## src/rtl/uart_pkg.sv

```systemverilog
// Shared types and constants for the UART receiver.
// PARITY state exists only when UART_RX_PARITY_EN is defined.
package uart_pkg;

  localparam int OVERSAMPLE   = 16;
  localparam int PARITY_NONE  = 0;
  localparam int PARITY_EVEN  = 1;
  localparam int PARITY_ODD   = 2;

`ifdef UART_RX_PARITY_EN
  typedef enum logic [2:0] {
    IDLE,
    START,
    DATA,
    PARITY,
    STOP,
    WAIT_IDLE
  } state_t;
`else
  typedef enum logic [2:0] {
    IDLE,
    START,
    DATA,
    STOP,
    WAIT_IDLE
  } state_t;
`endif

  function automatic int calc_div(input int clk_hz, input int baud);
    int d;
    d = clk_hz / (baud * OVERSAMPLE);
    return (d < 1) ? 1 : d;
  endfunction

endpackage

```

## src/rtl/uart_baud_gen.sv

```systemverilog
// 16x oversample tick generator for the UART receiver.
// restart realigns the tick phase to a detected start edge.
module uart_baud_gen
  import uart_pkg::*;
#(
  parameter int SYS_CLK_FREQ = 100_000_000,
  parameter int BAUD_RATE    = 115200
) (
  input  logic clk,
  input  logic rst_n,
  input  logic restart,
  output logic tick
);

  localparam int DIV = calc_div(SYS_CLK_FREQ, BAUD_RATE);
  localparam int CW  = (DIV > 1) ? $clog2(DIV) : 1;
  localparam logic [CW-1:0] LAST = CW'(DIV - 1);

  logic [CW-1:0] r_cnt;

  always_ff @(posedge clk or negedge rst_n) begin
    if (!rst_n) begin
      r_cnt <= '0;
    end else if (restart || r_cnt == LAST) begin
      r_cnt <= '0;
    end else begin
      r_cnt <= r_cnt + CW'(1);
    end
  end

  assign tick = !restart && (r_cnt == LAST);

endmodule

```

## src/rtl/uart_rx.sv

```systemverilog
// UART receiver: 8 data bits, 1 stop bit, valid/ready output buffer.
// Define UART_RX_PARITY_EN to compile in the PARITY state (PARITY_MODE).
module uart_rx
  import uart_pkg::*;
#(
  parameter int SYS_CLK_FREQ = 100_000_000,
  parameter int BAUD_RATE    = 115200,
  parameter int PARITY_MODE  = 0
) (
  input  logic       clk,
  input  logic       rst_n,
  input  logic       rx,
  output logic [7:0] rx_data,
  output logic       rx_valid,
  input  logic       rx_ready,
  output logic       frame_err,
  output logic       parity_err,
  output logic       overrun
);

  localparam logic [3:0] MID  = 4'(OVERSAMPLE / 2 - 1);
  localparam logic [3:0] LAST = 4'(OVERSAMPLE - 1);

`ifdef UART_RX_PARITY_EN
  localparam bit PAR_ON  = (PARITY_MODE != PARITY_NONE);
  localparam bit PAR_ODD = (PARITY_MODE == PARITY_ODD);
  logic r_pflag, w_pflag_nxt;
  logic w_perr, r_perr;
`endif

  logic       r_sync1, r_sync2, r_sync3;
  state_t     r_state, w_state_nxt;
  logic [3:0] r_tick_cnt, w_tick_nxt;
  logic [2:0] r_bit_idx, w_bit_nxt;
  logic [7:0] r_shift, w_shift_nxt;
  logic       w_tick, w_restart, w_done, w_ferr;
  logic       w_mid, w_end;
  logic [7:0] r_data;
  logic       r_valid, r_ferr, r_ovr;

  // r_sync3 only feeds falling-edge detection in IDLE
  always_ff @(posedge clk or negedge rst_n) begin
    if (!rst_n) begin
      r_sync1 <= 1'b1;
      r_sync2 <= 1'b1;
      r_sync3 <= 1'b1;
    end else begin
      r_sync1 <= rx;
      r_sync2 <= r_sync1;
      r_sync3 <= r_sync2;
    end
  end

  uart_baud_gen #(
    .SYS_CLK_FREQ(SYS_CLK_FREQ),
    .BAUD_RATE   (BAUD_RATE)
  ) u_baud (
    .clk    (clk),
    .rst_n  (rst_n),
    .restart(w_restart),
    .tick   (w_tick)
  );

  assign w_mid = w_tick && (r_tick_cnt == MID);
  assign w_end = w_tick && (r_tick_cnt == LAST);

  always_ff @(posedge clk or negedge rst_n) begin
    if (!rst_n) begin
      r_state    <= IDLE;
      r_tick_cnt <= '0;
      r_bit_idx  <= '0;
      r_shift    <= '0;
`ifdef UART_RX_PARITY_EN
      r_pflag    <= 1'b0;
`endif
    end else begin
      r_state    <= w_state_nxt;
      r_tick_cnt <= w_tick_nxt;
      r_bit_idx  <= w_bit_nxt;
      r_shift    <= w_shift_nxt;
`ifdef UART_RX_PARITY_EN
      r_pflag    <= w_pflag_nxt;
`endif
    end
  end

  always_comb begin
    w_state_nxt = r_state;
    w_tick_nxt  = r_tick_cnt;
    w_bit_nxt   = r_bit_idx;
    w_shift_nxt = r_shift;
    w_restart   = 1'b0;
    w_done      = 1'b0;
    w_ferr      = 1'b0;
`ifdef UART_RX_PARITY_EN
    w_pflag_nxt = r_pflag;
    w_perr      = 1'b0;
`endif
    unique case (r_state)
      IDLE: begin
        if (!r_sync2 && r_sync3) begin
          w_state_nxt = START;
          w_tick_nxt  = '0;
          w_restart   = 1'b1;
`ifdef UART_RX_PARITY_EN
          w_pflag_nxt = 1'b0;
`endif
        end
      end
      START: begin
        if (w_mid) begin
          w_tick_nxt  = '0;
          w_bit_nxt   = '0;
          w_state_nxt = r_sync2 ? IDLE : DATA;
        end else if (w_tick) begin
          w_tick_nxt = r_tick_cnt + 4'd1;
        end
      end
      DATA: begin
        if (w_end) begin
          w_shift_nxt = {r_sync2, r_shift[7:1]};
          w_tick_nxt  = '0;
          w_bit_nxt   = r_bit_idx + 3'd1;
          if (r_bit_idx == 3'd7) begin
`ifdef UART_RX_PARITY_EN
            w_state_nxt = PAR_ON ? PARITY : STOP;
`else
            w_state_nxt = STOP;
`endif
          end
        end else if (w_tick) begin
          w_tick_nxt = r_tick_cnt + 4'd1;
        end
      end
`ifdef UART_RX_PARITY_EN
      PARITY: begin
        if (w_end) begin
          w_tick_nxt  = '0;
          w_state_nxt = STOP;
          if ((^{r_shift, r_sync2}) != PAR_ODD) begin
            w_perr      = 1'b1;
            w_pflag_nxt = 1'b1;
          end
        end else if (w_tick) begin
          w_tick_nxt = r_tick_cnt + 4'd1;
        end
      end
`endif
      STOP: begin
        if (w_end) begin
          w_tick_nxt = '0;
          if (r_sync2) begin
            w_state_nxt = IDLE;
`ifdef UART_RX_PARITY_EN
            w_done = !r_pflag;
`else
            w_done = 1'b1;
`endif
          end else begin
            w_ferr      = 1'b1;
            w_state_nxt = WAIT_IDLE;
          end
        end else if (w_tick) begin
          w_tick_nxt = r_tick_cnt + 4'd1;
        end
      end
      WAIT_IDLE: begin
        if (r_sync2) w_state_nxt = IDLE;
      end
      default: w_state_nxt = IDLE;
    endcase
  end

  // A completing byte is accepted if the buffer is free or drains this cycle
  always_ff @(posedge clk or negedge rst_n) begin
    if (!rst_n) begin
      r_data  <= 8'h00;
      r_valid <= 1'b0;
      r_ferr  <= 1'b0;
      r_ovr   <= 1'b0;
    end else begin
      r_ferr <= w_ferr;
      r_ovr  <= 1'b0;
      if (w_done) begin
        if (!r_valid || rx_ready) begin
          r_data  <= r_shift;
          r_valid <= 1'b1;
        end else begin
          r_ovr <= 1'b1;
        end
      end else if (r_valid && rx_ready) begin
        r_valid <= 1'b0;
      end
    end
  end

`ifdef UART_RX_PARITY_EN
  always_ff @(posedge clk or negedge rst_n) begin
    if (!rst_n) r_perr <= 1'b0;
    else        r_perr <= w_perr;
  end
  assign parity_err = r_perr;
`else
  assign parity_err = 1'b0;
`endif

  assign rx_data   = r_data;
  assign rx_valid  = r_valid;
  assign frame_err = r_ferr;
  assign overrun   = r_ovr;

endmodule
```

## config.mk

```make
export PLATFORM = sky130hd
export DESIGN_NAME = uart_rx
export DESIGN_NICKNAME = d
export VERILOG_FILES = /design/src/rtl/uart_pkg.sv /design/src/rtl/uart_baud_gen.sv /design/src/rtl/uart_rx.sv
export SDC_FILE = /design/constraint.sdc
export NUM_CORES = 1
export LEC_CHECK = 0
export BUFFER_PORTS_ARGS = -buffer_cell sky130_fd_sc_hd__buf_2
export CAP_MARGIN = 10
export CELL_PAD_IN_SITES_DETAIL_PLACEMENT = 1
export CELL_PAD_IN_SITES_GLOBAL_PLACEMENT = 1
export CORE_UTILIZATION = 45
export DETAILED_ROUTE_END_ITERATION = 7
export MAX_ROUTING_LAYER = met4
export PLACE_DENSITY_LB_ADDON = 0.1
export RECOVER_POWER = 50
export SETUP_SLACK_MARGIN = 0.4
export SYNTH_ARGS = -nofsm -noshare
export SYNTH_HDL_FRONTEND = slang
export SYNTH_HIERARCHICAL = 1
export SYNTH_SLANG_ARGS = --single-unit
```

## constraint.sdc

```tcl
create_clock -name clk -period 4.15 [get_ports clk]
set_input_delay 0.6225 -clock clk [delete_from_list [all_inputs] [get_ports clk]]
set_output_delay 0.6225 -clock clk [all_outputs]
set_load 0.05 [all_outputs]
```

==> results.json, run 1 <==
{
  "status": "finished with violations",
  "violations": "max-capacitance violations, max-slew violations",
  "post-route-min-period_ps": 2966,
  "synth_area_leaders": "dfrtp_1 51%, mux2_2 10%, dfstp_2 4.6%",
  "dp_hpwl_um": 2262,
  "cts_buffer_depth": 2,
  "drv_cap": 1,
  "topRoutingLayerUsed": "met4",
  "cts_hold_buffers": 0,
  "rsz0062_at_grt": "no",
  "finClkSkew_ps": 13.93,
  "period_share_pct": 71.47,
  "yosys-top-cells-count": "35 x dfrtp_1, 16 x mux2_2, 11 x nor2_1",
  "place.gp.congestion": 0.7695,
  "synth_cells": 143,
  "max_slew_margin_pct": -31.05,
  "tritoncts": "done",
  "drv_slew": 39,
  "yosysTopAreaCell": "dfrtp_1",
  "setup_viol": 0,
  "timing.rr.start": "r_state[0]",
  "vias": 1098,
  "p_per_area_mw_per_mm2": 387.0,
  "rr_worst_depth": 7,
  "end_kind": "register",
  "crit_buf_inv": 0,
  "grt_pass1_wl_um": 5402,
  "met1_length_um": 1446,
  "synth_nets": 152,
  "cts-root-buf": "clkbuf_8",
  "holdWs_ps": 366.8,
  "r2r_slack_ps": 1180,
  "drt_iter0_markers": 61,
  "cts.reportedPaths.clkPinSlew_ps": 80,
  "wl_um": 3144,
  "syn_area_mm2": 0.001729,
  "syn_to_final_growth_pct": 9.624,
  "die_w_um": 63.99,
  "synthFlopType": "dfrtp_1",
  "clk_latency_ps": 280,
  "worstReg2RegEnd": "rx_data[4]",
  "p_leak_nw": 0.9614,
  "antenna_cells": 0,
  "tns_ps": 0,
  "cp_top_family": "simple AND/OR/NAND/NOR gates",
  "slowest_delay_ps": 620,
  "cts_resized": 0,
  "drc": 0,
  "path_class": "register to register",
  "cts_setup_buffers": 0,
  "crit_end": "rx_data[4]",
  "grt_use_total_pct": 18.13,
  "worstPathCellList": "nor2_1 -> and3_1 -> nor2_1 -> and3_1 -> nand4_4 -> nor2b_2 -> mux2_2",
  "grt_max_degree": 39,
  "yosysMostFrequentCell": "dfrtp_1",
  "overflow": 0,
  "yosysSeqAreaShare_pct": 55.21,
  "worst-path-stages": 7,
  "dr.pass1.iters": 4,
  "num_rows": 22,
  "wl_per_cell_um": 15.26,
  "start_util_pct": 47.23,
  "worstPathMaxFanout": 14,
  "design.core.area_mm2": 0.003661,
  "grt_pass1_vias": 1110,
  "fp.dieArea_mm2": 0.004095,
  "fmax_mhz": 337.1,
  "worst_slew_pin_slew_ps": 1966,
  "yosys_warnings": 6,
  "final_nets": 166,
  "critPathLaunchType": "register",
  "hold_violations": 0,
  "via_per_inst": 5.330,
  "port_buffers": 14,
  "crit_path_start": "r_state[0]",
  "worst_ep_arrival_time_ps": 3120,
  "avgSynthCellArea_um2": 12.09,
  "boundaryPins": 16,
  "cts_sinks": 38,
  "ys_ff_latch": 38,
  "antenna_found_initial": 0,
  "drtAntennaViolNets": 0,
  "yosysTopAreaCellShare_pct": 50.65,
  "wl_met3_um": 109,
  "die_h_um": 63.99,
  "cts-htree-levels": 2,
  "ir_drop_uv": 251.0,
  "wl_met2_um": 1569,
  "synth_edf_count": 0,
  "drive_gt1_share_pct": 26.58,
  "hold_path.class": "register to register",
  "cts_buffers": 5,
  "synth_cell_types": 41,
  "worst_path_max_delay_cell": "dfrtp_1",
  "synthArstFlopShare_pct": 100.0,
  "crit_required_ps": 4300
}
-- sequential cells by signal, summed over array words and instances (netlist names), 3 cells and up --
name,flops
r_shift,8
u_baud/r_cnt,6
r_bit_idx,3
r_state,3
rx_data,8
r_tick_cnt,4
-- worst min-delay path by stage --
stage	from	to	slack [ps]	depth (start not counted)
3_5_place_dp	r_sync1	r_sync2	350	0
5_1_grt	r_sync1	r_sync2	380	0
2_1_floorplan	rst_n	frame_err	330	0
6_report	r_sync1	r_sync2	370	0
4_1_cts	r_sync1	r_sync2	360	0
3_3_place_gp	r_sync1	r_sync2	350	0
-- metal layers --
layer / global-route usage [%] / up-vias
li1: - / 532
met1: 22.31 / 545
met2: 29.39 / 19
met3: 5.357 / 2
met4: 4.261 / 0
met5: - / -
-- power by group --
part           internal (mW)  switching, mW
Combinational         0.0263         0.0375
Clock                  0.135          0.119
Sequential             0.390         0.0253
-- stage by stage --
stage                     cell area [µm²]  setup slack (ps)  utilization (%)  power (mW)  instances
after floorplan                      1729              1850                -      0.4635        143
after global placement               1809              1389            49.42      0.4812        198
after detailed placement             1809              1218            49.42      0.4870        198
after CTS                            1899              1192            51.88      0.7448        206
after global routing                 1896             952.1            51.78      0.7663        206
final                                1896              1184            51.78      0.7336        206
-- layout make-up --
class / instances / area, µm²
Clock buffer: 8 / 90.09
Fill cell: 392 / 1765
Inverter: 4 / 15.01
Multi-Input combinational cell: 94 / 709.4
Sequential cell: 38 / 954.7
Tap cell: 48 / 60.06
Timing Repair Buffer: 14 / 66.31
-- layout by cell type, fill, tap and decap left out, drive strengths merged --
cell type   n
nor2       11
nand3b      1
nand2       7
xnor2       1
and3b       1
ha          5
or3         1
nor2b       5
o211ai      1
o21bai      1
conb        1
and2        1
clkbuf     11
a31oi       1
xor2        2
a21oi       6
nand4       3
nand3       5
mux2i       2
buf        11
o22ai       2
and3        4
or4         1
inv         4
a311oi      1
a32oi       1
nor3        2
o31ai       1
dfstp       3
o2111ai     1
o21ai       6
a22o        2
a41o        1
dfrtp      35
mux2       16
nand2b      1
-- kinds of logic after synthesis --
group / synth area share [%]
compound gates: 9.263
xor+xnor: 1.520
fa+ha+maj: 3.618
buf+inv: 3.763
flops: 55.21
mux: 11.58
other cells: 0.2169
simple gates: 14.83
Power figures use the tool's default switching activity.
==> run 2: changes to the inputs <==
clock period = 3.08 ns   (was 4.15 ns; I/O delays follow)
==> results.json, run 2 (synthesized netlist as in run 1, its figures left out) <==
{
  "design.core.area_mm2": 0.003661,
  "setup_viol": 0,
  "final_cells": 208,
  "status": "finished with violations",
  "via_per_inst": 5.404,
  "p_clk_share_pct": 35.2,
  "tritoncts": "done",
  "period_share_pct": 81.05,
  "hold_path.class": "input port to register",
  "cts.reportedPaths.clkPinSlew_ps": 70,
  "antenna_cells": 0,
  "antenna_found_initial": 0,
  "finClkSkew_ps": 6.100,
  "cts-htree-levels": 2,
  "overflow": 0,
  "fmax_mhz": 400.6,
  "drc": 0,
  "worst_ep_arrival_time_ps": 2660,
  "grt_max_degree": 39,
  "p_per_area_mw_per_mm2": 522.4,
  "grt_pass1_vias": 1209,
  "final_common_cell": "dfrtp_1",
  "cts_sinks": 38,
  "wl_um": 3202,
  "p_int_mw": 0.7424,
  "cp_top_family": "simple AND/OR/NAND/NOR gates",
  "seqPwrFrac_pct": 55.4,
  "wl_per_cell_um": 15.39,
  "drive_gt1_share_pct": 28.75,
  "max_slew_margin_pct": -31.21,
  "nFillCells": 390,
  "place_inst": 200,
  "path_class": "register to register",
  "ir_drop_uv": 379.0,
  "drt_iter0_markers": 31,
  "dr.pass1.iters": 4,
  "crit_buf_inv": 0,
  "boundaryPins": 16,
  "cts_buffers": 5,
  "die_w_um": 63.99,
  "placed_area_mm2": 0.001824,
  "rsz0062_at_grt": "no",
  "place.gp.congestion": 0.7277,
  "critPathLaunchType": "register",
  "dp_hpwl_um": 2283,
  "violations": "max-capacitance violations, max-slew violations",
  "grt_pass1_wl_um": 5651,
  "final_nets": 168,
  "grt_use_total_pct": 18.94,
  "wl_met2_um": 1587,
  "fp.dieArea_mm2": 0.004095,
  "syn_to_final_growth_pct": 10.78,
  "hold_violations": 0,
  "cts_hold_buffers": 0,
  "cts_setup_buffers": 0,
  "topRoutingLayerUsed": "met4",
  "netSwitchingFraction_pct": 25.82,
  "final_cell_mix": "35 x dfrtp_1, 16 x mux2_2, 11 x nor2_1, 11 x buf_2, 7 x nand2_1",
  "fin_util_pct": 52.32,
  "power.net_switching_mw": 0.2584,
  "cts_resized": 0,
  "num_rows": 22,
  "clk_latency_ps": 290,
  "p_total_mw": 1.001,
  "post-route-min-period_ps": 2496,
  "drtAntennaViolNets": 0,
  "die_h_um": 63.99,
  "vias": 1124,
  "cts_buffer_depth": 2,
  "crit_path_frequent_cell": "and3_1",
  "end_kind": "register",
  "worstPathMaxFanout": 8,
  "p_leak_nw": 0.9738,
  "tns_ps": 0,
  "crit_required_ps": 3250,
  "met1_length_um": 1497,
  "wl_met3_um": 77,
  "drv_slew": 39,
  "worst_path_max_delay_cell": "dfstp_1",
  "drv_cap": 1,
  "start_util_pct": 47.23,
  "port_buffers": 14,
  "comb_power_share_pct": 9.4,
  "cts-root-buf": "clkbuf_8",
  "worst_slew_pin_slew_ps": 1968,
  "worstPathCellList": "nor2b_1 -> and3_1 -> nor2_1 -> and3_1 -> nand4_4 -> nor2b_2 -> mux2_2",
  "final_cell_area_mm2": 0.001916,
  "slowest_delay_ps": 630
}
[run 2: layout make-up]
class | instances | area [µm²] | area share [%]
Inverter | 4 | 15.01 | 0.7838
Multi-Input combinational cell | 94 | 709.4 | 37.03
Tap cell | 48 | 60.06 | 3.135
Clock inverter | 2 | 12.51 | 0.6532
Sequential cell | 38 | 954.7 | 49.84
Clock buffer | 6 | 82.58 | 4.311
Timing Repair Buffer | 16 | 81.33 | 4.246
[run 2: path summary, 6_finish.rpt]
kind | startpoint | endpoint | slack, ps | cells after the start
worst max-delay path | r_sync2 | rx_data[5] | 580 | 7
worst min-delay path | rx | r_sync1 | 270 | 1
worst max register to register | r_sync2 | rx_data[5] | 580 | 7
worst min register to register | r_sync1 | r_sync2 | 360 | 0
max in group asynchronous | rst_n | rx_data[5] | 1230 | 1
min in group asynchronous | rst_n | r_tick_cnt[3] | 710 | 1
[run 2: power by group through the flow]
stage	clock network, mW	logic [mW]	registers [mW]
after floorplan	0	0.0657	0.559
after global placement	0	0.0900	0.561
after detailed placement	0	0.0944	0.565
after CTS	0.365	0.0950	0.555
after global routing	0.380	0.111	0.560
final	0.353	0.0938	0.554
[run 2: metrics by stage]
| stage | setup slack (ps) | hold WS, ps |
|---|---|---|
| 3_3_place_gp | 701.5 | 349.0 |
| 4_1_cts | 603.9 | 262.5 |
| 2_1_floorplan | 780.5 | 166.4 |
| 5_1_grt | 397.4 | 257.2 |
| 6_report | 583.8 | 272.8 |
| 3_5_place_dp | 612.5 | 351.8 |
[run 2: metal layers]
layer,up-vias,GRT usage [%]
met4,0,6.534
met2,19,30.19
li1,536,-
met5,-,-
met1,563,22.67
met3,6,5.893
==> run 3: changes to the inputs <==
clock period = 2.5 ns   (was 3.08 ns; I/O delays follow)
==> results.json, run 3 (synthesized netlist as in run 1, its figures left out) <==
{
  "status": "finished with violations",
  "violations": "max-capacitance violations, max-slew violations",
  "use_met1_pct": 23.02,
  "drv_cap": 1,
  "dp_hpwl_um": 2284,
  "multi_input_area_um2": 769.5,
  "final_cell_mix": "35 x dfrtp_1, 11 x mux2_2, 11 x buf_2",
  "hold_path.class": "input port to register",
  "antenna_found_initial": 0,
  "setup_viol": 0,
  "power.net_switching_mw": 0.3187,
  "cts_buffer_depth": 2,
  "end_kind": "register",
  "fin_util_pct": 56.12,
  "place.gp.congestion": 0.8495,
  "num_rows": 22,
  "worst_slew_pin_slew_ps": 1960,
  "busiest_layer": "met2",
  "grt_pass1_vias": 1246,
  "wl_um": 3432,
  "drtAntennaViolNets": 0,
  "layout.area.seq_um2": 954.7,
  "cts.reportedPaths.clkPinSlew_ps": 70,
  "nFillCells": 372,
  "overflow": 0,
  "final_common_cell": "dfrtp_1",
  "via_per_inst": 5.472,
  "rr_worst_depth": 8,
  "design.core.area_mm2": 0.003661,
  "p_int_mw": 1.024,
  "p_per_area_mw_per_mm2": 653.7,
  "final_nets": 174,
  "antenna_cells": 0,
  "drv_slew": 39,
  "ir_drop_uv": 344.2,
  "fp.dieArea_mm2": 0.004095,
  "clk_latency_ps": 280,
  "path_class": "register to register",
  "hold_violations": 0,
  "period_share_pct": 82.58,
  "p_leak_nw": 1.037,
  "cts_sinks": 38,
  "max_slew_margin_pct": -30.68,
  "start_util_pct": 47.23,
  "grt_max_degree": 39,
  "cts_buffers": 5,
  "drc": 0,
  "critPathLaunchType": "register",
  "place_inst": 202,
  "worst_ep_arrival_time_ps": 2240,
  "netSwitchingFraction_pct": 23.73,
  "cts-htree-levels": 2,
  "boundaryPins": 16,
  "tritoncts": "done",
  "grt_pass1_wl_um": 5871,
  "post-route-min-period_ps": 2064,
  "die_h_um": 63.99,
  "port_buffers": 14,
  "met2_usage_pct": 32.58,
  "whs_path_depth": 1,
  "fmax_mhz": 484.4,
  "cts-root-buf": "clkbuf_8",
  "vias": 1171,
  "wl_per_cell_um": 16.04,
  "grt_use_total_pct": 19.57,
  "final_cells": 214,
  "tns_ps": 0,
  "die_w_um": 63.99,
  "finClkSkew_ps": 4.278,
  "worstPathMaxFanout": 8,
  "gr-usage-met3_pct": 4.821,
  "syn_to_final_growth_pct": 18.81,
  "rsz0062_at_grt": "no",
  "crit_required_ps": 2680,
  "cts_hold_buffers": 0,
  "p_clk_share_pct": 39.8,
  "drive_gt1_share_pct": 34.34,
  "comb_power_share_pct": 9.2,
  "drt_iter0_markers": 23,
  "dr.pass1.iters": 4,
  "seqPwrFrac_pct": 51.0
}
-- run 3: final cells by class --
type,count,area share (%)
Multi-Input combinational cell,94,37.45
Tap cell,48,2.923
Inverter,4,0.7308
Clock buffer,7,4.202
Sequential cell,38,46.47
Clock inverter,1,1.462
Timing Repair Buffer,22,6.760
-- run 3: final timing paths --
path,end,slack (ps),from
max in group asynchronous,u_baud/r_cnt[3],740,rst_n
min in group asynchronous,r_state[1],630,rst_n
worst max-delay path,rx_data[6],440,r_sync2
worst min-delay path,r_sync1,180,rx
worst min register to register,r_sync2,370,r_sync1
worst max register to register,rx_data[6],440,r_sync2
-- run 3: worst max-delay path, cell delays in order, from the launching register on --
cell	delay, ps
dfstp_1	660
nor2b_4	60
and3_4	160
nor2_4	120
and3_4	210
nand4_4	120
nor2b_4	150
buf_12	140
mux2_2	330
-- run 3: what timing repair did --
action	CTS	global route
endpoints found under the setup margin	11	9
resized for setup	4	6
setup buffers	1	3
pin swaps	1	3
-- run 3: layer usage --
layer / wire length, µm / vias to the layer above / share of wire [%]
met2: 1742 / 17 / 51
met5: 0 / - / 0
met3: 100 / 7 / 2.9
li1: - / 549 / -
met4: 58 / 0 / 1.7
met1: 1531 / 598 / 45
-- run 3: power by group through the flow --
stage | Combinational, mW | Clock (mW) | Sequential, mW
2_1_floorplan | 0.0860 | 0 | 0.689
3_3_place_gp | 0.115 | 0 | 0.693
3_5_place_dp | 0.120 | 0 | 0.697
4_1_cts | 0.122 | 0.547 | 0.685
5_1_grt | 0.141 | 0.579 | 0.689
6_report | 0.124 | 0.534 | 0.685
-- run 3: stage by stage --
| step | hold slack [ps] | power [mW] | setup slack [ps] | instance area [µm²] |
|---|---|---|---|---|
| 3_5_place_dp | 350.0 | 0.8162 | 176.4 | 1859 |
| 4_1_cts | 178.5 | 1.354 | 413.7 | 1999 |
| 2_1_floorplan | 79.41 | 0.7746 | 422.4 | 1752 |
| 3_3_place_gp | 348.3 | 0.8083 | 269.2 | 1859 |
| 5_1_grt | 174.7 | 1.408 | 269.5 | 2054 |
| 6_report | 184.9 | 1.343 | 435.5 | 2054 |
